===== src/rtl/synch_fifo_flex.sv =====
// synch_fifo_flex: single-clock FIFO of any depth >= 2 with registered-read or
// first-word-fall-through output, almost-full/empty levels, sticky error flags
// and synchronous flush.
module synch_fifo_flex #(
  parameter int FIFO_WIDTH = 32,
  parameter int FIFO_DEPTH = 16,
  parameter int FIFO_PTR   = $clog2(FIFO_DEPTH),
  parameter int FWFT       = 0
) (
  input  logic                  clk,
  input  logic                  rst,
  input  logic                  fifo_flush,
  input  logic                  fifo_clr_err,
  input  logic                  fifo_wren,
  input  logic [FIFO_WIDTH-1:0] fifo_wrdata,
  input  logic                  fifo_rden,
  output logic [FIFO_WIDTH-1:0] fifo_rddata,
  output logic                  fifo_rdvalid,
  input  logic [FIFO_PTR:0]     fifo_af_level,
  input  logic [FIFO_PTR:0]     fifo_ae_level,
  output logic                  fifo_full,
  output logic                  fifo_empty,
  output logic                  fifo_almost_full,
  output logic                  fifo_almost_empty,
  output logic [FIFO_PTR:0]     fifo_room_avail,
  output logic [FIFO_PTR:0]     fifo_data_avail,
  output logic                  fifo_overflow,
  output logic                  fifo_underflow
);

  localparam int CW = FIFO_PTR + 1;
  localparam logic [CW-1:0]       DEPTH_C = CW'(FIFO_DEPTH);
  localparam logic [FIFO_PTR-1:0] LAST_C  = FIFO_PTR'(FIFO_DEPTH - 1);

  logic [FIFO_WIDTH-1:0] r_mem [FIFO_DEPTH];
  logic [FIFO_PTR-1:0]   r_wr_ptr, r_rd_ptr;
  logic [CW-1:0]         r_count;
  logic                  r_ovf, r_udf;

  logic                  w_full, w_empty;
  logic                  w_rd_ok, w_wr_ok;
  logic                  w_ovf_evt, w_udf_evt;
  logic [FIFO_PTR-1:0]   w_wr_ptr_nxt, w_rd_ptr_nxt;

  // Status is a pure function of the registered count.
  assign w_full  = (r_count == DEPTH_C);
  assign w_empty = (r_count == '0);

  // Flush swallows any same-cycle request, so it gates both accepts and errors.
  // A write on full is allowed when a read frees the slot in the same cycle.
  assign w_rd_ok   = !fifo_flush && fifo_rden && !w_empty;
  assign w_wr_ok   = !fifo_flush && fifo_wren && (!w_full || w_rd_ok);
  assign w_ovf_evt = !fifo_flush && fifo_wren && !w_wr_ok;
  assign w_udf_evt = !fifo_flush && fifo_rden && !w_rd_ok;

  // Explicit wrap so non-power-of-two depths work.
  assign w_wr_ptr_nxt = (r_wr_ptr == LAST_C) ? '0 : r_wr_ptr + FIFO_PTR'(1);
  assign w_rd_ptr_nxt = (r_rd_ptr == LAST_C) ? '0 : r_rd_ptr + FIFO_PTR'(1);

  // Pointer and occupancy state; flush returns to the empty state.
  always_ff @(posedge clk or posedge rst) begin
    if (rst) begin
      r_wr_ptr <= '0;
      r_rd_ptr <= '0;
      r_count  <= '0;
    end else if (fifo_flush) begin
      r_wr_ptr <= '0;
      r_rd_ptr <= '0;
      r_count  <= '0;
    end else begin
      if (w_wr_ok) r_wr_ptr <= w_wr_ptr_nxt;
      if (w_rd_ok) r_rd_ptr <= w_rd_ptr_nxt;
      if (w_wr_ok && !w_rd_ok)      r_count <= r_count + CW'(1);
      else if (!w_wr_ok && w_rd_ok) r_count <= r_count - CW'(1);
    end
  end

  // Storage array; deliberately not reset.
  always_ff @(posedge clk) begin
    if (w_wr_ok) r_mem[r_wr_ptr] <= fifo_wrdata;
  end

  // Sticky error flags; a new error in the clearing cycle keeps the flag set.
  always_ff @(posedge clk or posedge rst) begin
    if (rst) begin
      r_ovf <= 1'b0;
      r_udf <= 1'b0;
    end else begin
      if (w_ovf_evt)         r_ovf <= 1'b1;
      else if (fifo_clr_err) r_ovf <= 1'b0;
      if (w_udf_evt)         r_udf <= 1'b1;
      else if (fifo_clr_err) r_udf <= 1'b0;
    end
  end

  generate
    if (FWFT != 0) begin : g_fwft
      // Head word is always presented; masked to zero while empty so the
      // output is defined out of reset.
      assign fifo_rddata  = w_empty ? '0 : r_mem[r_rd_ptr];
      assign fifo_rdvalid = !w_empty;
    end else begin : g_regrd
      logic [FIFO_WIDTH-1:0] r_rddata;
      logic                  r_rdvalid;
      // Registered read: data captured on an accepted read, valid for one cycle.
      always_ff @(posedge clk or posedge rst) begin
        if (rst) begin
          r_rddata  <= '0;
          r_rdvalid <= 1'b0;
        end else begin
          r_rdvalid <= w_rd_ok;
          if (w_rd_ok) r_rddata <= r_mem[r_rd_ptr];
        end
      end
      assign fifo_rddata  = r_rddata;
      assign fifo_rdvalid = r_rdvalid;
    end
  endgenerate

  assign fifo_full         = w_full;
  assign fifo_empty        = w_empty;
  assign fifo_almost_full  = (fifo_af_level != '0) && (r_count >= fifo_af_level);
  assign fifo_almost_empty = (r_count <= fifo_ae_level);
  assign fifo_room_avail   = DEPTH_C - r_count;
  assign fifo_data_avail   = r_count;
  assign fifo_overflow     = r_ovf;
  assign fifo_underflow    = r_udf;

endmodule


===== config.mk =====
export PLATFORM = sky130hd
export DESIGN_NAME = synch_fifo_flex
export DESIGN_NICKNAME = d
export VERILOG_FILES = /design/src/rtl/synch_fifo_flex.sv
export SDC_FILE = /design/constraint.sdc
export NUM_CORES = 1
export LEC_CHECK = 0
export CAP_MARGIN = 10
export CORE_MARGIN = 1.5
export CORE_UTILIZATION = 24
export CTS_CLUSTER_DIAMETER = 120
export DETAILED_ROUTE_END_ITERATION = 8
export DONT_BUFFER_PORTS = 1
export PLACE_DENSITY = 0.38
export SLEW_MARGIN = 10
export SYNTH_ARGS = -nofsm -noshare
export SYNTH_HDL_FRONTEND = slang
export SYNTH_SLANG_ARGS = --single-unit
export TNS_END_PERCENT = 50

===== constraint.sdc =====
create_clock -name clk -period 6.9 [get_ports clk]
set_input_delay 1.38 -clock clk [delete_from_list [all_inputs] [get_ports clk]]
set_output_delay 1.38 -clock clk [all_outputs]
set_load 0.03 [all_outputs]

==> summary.md <==
| Metric | Value |
|---|---|
| DP Area | `roughly 23000 um2` |
| First-pass GRT wire length | `slightly below 80 mm` |
| Crit path largest cell delay | `0.91 ns` |
| Gr ovfl total | `0` |
| Avg Vias per Cell | `4.41` |
| CP endpoint kind | `flip-flop` |
| Met3 Usage GRT | `3.00%` |
| Top_reg_cell synth | `edfxtp_1` |
| Synth top area share | `70.5%` |
| Most common cell after layout, fill and taps aside | `edfxtp_1` |
| Largest net degree at the start of global routing | `79` |
| PD cells | `352 nW/um2` |
| All-Layer GR Usage | `about an eighth` |
| Reg2reg start | `fifo_data_avail[0]$_DFFE_PP0P_` |
| R2R setup slack | `2.39 ns` |
| DR iter-0 viols | `672` |
| CTS hold repair buffers | `0` |
| # DRC | `0` |
| Cell Chain, Critical Path | `inv_1 > ha_1 > nor3b_1 > ha_1 > nand2b_1 > a21oi_1 > nor3b_1 > and2_2` |
| Power Total | `0.00887 W` |
| Setup violators final | `0` |
| Vias in the first global route | `11000` |
| Slew margin rel. | `28.3%` |
| Min Hold Slack | `0.622 ns` |
| Met1 usage | `15.0%` |
| Fmax | `roughly 220 MHz` |
| Number of antenna violations at the first check in global routing | `0` |
| Mapped Area | `21800 um2` |
| Worst skew pair latency | `0.59 ns` |
| CTS Buffer Depth | `3` |
| Sequential area share after synthesis | `76.0%` |
| Worst-path fanout max | `32` |
| Slew @ Worst Pin | `1.08 ns` |
| DRT Pass-1 Iters | `4` |
| Max Cap Viol | `0` |
| Synth warn | `0` |
| Delay-heaviest family, CP | `simple AND/OR/NAND/NOR gates` |
| LEAKAGE | `8.10 nW` |
| Die span in x | `just over 300 um` |
| Top cells by area, synth | `edfxtp_1 (70%), mux4_2 (10%), dfrtp_1 (5.5%)` |
| Setup TNS | `0 ns` |
| Syn_nets | `approximately 1200` |
| Status | `finished, final reports clean` |
| Antenna-violating nets left | `0` |
| Slowest cell on crit path | `and2_2` |
| RSZ-0062 raised after global routing | `no` |
| Total number of vias | `10300` |
| CTS Buf Count | `between 60 and 70` |
| Post-synth EDFFs | `512` |
| Die Y-Extent | `305 um` |
| Min Clock Period, post-route | `4.51 ns` |
| Final worst setup slack | `2.39 ns` |
| Min-delay worst type | `flip-flop to flip-flop` |
| Top cell type by total area after synthesis | `edfxtp_1` |
| Unique cell type count in the Yosys netlist | `53` |
| # clock sinks | `560` |
| Routed wire per std cell | `23.2 um` |
| # rows | `110` |
| Fin. Hold Viols | `0` |
| Most frequent cells in the layout | `edfxtp_1 (512), mux4_2 (101), mux2i_1 (77)` |
| Layout cells sized above 1 | `20.7%` |
| Post-DP HPWL | `29.9 mm` |
| PostCTS Resize Cnt | `0` |
| Synthesized flop and latch total | `560` |
| Setup crit start kind | `flip-flop` |
| Mean post-synth cell area | `20.2 um2` |
| Nets@finish | `approximately 1200` |
| Reg clk slew, reported paths | `0.06 ns` |
| Worst Path Required | `7.10 ns` |
| Critical Path AT | `4.71 ns` |
| Design Area, Final | `25200 um2` |
| Critical path type | `flip-flop to flip-flop` |
| Dpl ws | `2.30 ns` |
| Ys async rst share | `under 10%` |
| Synth-to-Final Area Change | `15.6%` |
| Hold path startpoint | `r_wr_ptr[2]$_DFFE_PP0P_` |
| Num ports | `97` |
| Routability cong. | `0.689` |
| Buf+Inv Stages, Crit Path | `1` |
| Slew Viols, Final | `0` |
| Max Clock Skew | `0.0162 ns` |
| Port buffer count | `0` |
| Core ar. | `90000 um2` |
| Final worst-path cycle share | `65.3%` |
| Maximum vdd drop | `0.000170 V` |
| Starting Density | `24.2%` |
| Post-CTS Setup Bufs | `0` |
| Die Area | `92700 um2` |
| H-tree Lvls | `3` |
| Worst setup path startpoint | `fifo_data_avail[0]$_DFFE_PP0P_` |
| Root Driver | `clkbuf_16` |
| CTS tree | `done` |
| M2 GR Usage | `19.6%` |
| Top Usage Layer GRT | `met2` |
| Synth Instances | `approximately 1100` |
| Final WL | `54.2 mm` |
-- registers in the layout, indices dropped and copies added (netlist names) --
register	count
fifo_overflow	1
r_rd_ptr	4
fifo_data_avail	5
fifo_rddata	32
fifo_underflow	1
r_wr_ptr	4
r_mem	512
fifo_rdvalid	1
-- Yosys cell counts, drive strengths merged (8+ instances only) --
| library cell | number |
|---|---|
| edfxtp | 512 |
| mux4 | 101 |
| mux2i | 77 |
| dfrtp | 48 |
| buf | 32 |
| o21ai | 31 |
| clkbuf | 26 |
| o22ai | 26 |
| and3 | 25 |
| o221ai | 24 |
| ha | 22 |
| inv | 21 |
| nand2 | 20 |
| and2 | 16 |
| nand3 | 16 |
| nor2 | 10 |
| a21oi | 8 |
| o21a | 8 |
-- cell families (layout without fill, tap and decap cells) --
logic type / after synthesis / count (layout) / synth area share, %
flip-flops: 560 / 560 / 76.0
multiplexers: 181 / 181 / 14.1
AO/OA/AOI/OAI: 121 / 121 / 3.78
AND/OR/NAND/NOR: 110 / 110 / 2.79
buffers and inverters: 79 / 160 / 1.72
adder cells (fa/ha/maj): 23 / 23 / 1.35
XOR/XNOR: 7 / 7 / 0.281
other: 0 / 1 / 0
-- power by group --
part / internal [W] / leakage, nW / total (W) / switching [W]
logic: 0.000617 / 1.93 / 0.00130 / 0.000688
clock network: 0.00190 / 0.976 / 0.00325 / 0.00135
registers: 0.00386 / 5.19 / 0.00431 / 0.000454
total: 0.00637 / 8.10 / 0.00887 / 0.00249
-- routing by layer --
metal	wire length, um	up-vias
met1	23500	5491
met5	0	-
li1	-	4523
met4	938	0
met3	3140	69
met2	26600	221
-- worst paths after layout --
path / endpoint / cells past startpoint
min: r_wr_ptr[2]$_DFFE_PP0P_ / 1
max: r_mem[3][9]$_DFFE_PP_ / 8
min reg2reg: r_wr_ptr[2]$_DFFE_PP0P_ / 1
min in group asynchronous: fifo_rddata[29]$_DFFE_PP0P_ / 2
max reg2reg: r_mem[3][9]$_DFFE_PP_ / 8
max in group asynchronous: r_rd_ptr[0]$_DFFE_PP0P_ / 2
-- per-stage QoR --
step | cells | util (%)
floorplan | 1081 | -
global placement | 2222 | 25.8
detailed placement | 2222 | 25.8
CTS | 2338 | 28.0
global route | 2338 | 28.0
finish | 2339 | 28.0
-- cell type report --
type	count	area, um2
multi-input cells	442	4890
clock inverters	24	176
well taps	1176	1470
inverters	21	80.1
diodes	1	2.50
repair buffers	23	185
clock buffers	92	1830
flip-flops and latches	560	16600
fillers	8910	64800
(Power assumes the default switching activity.)
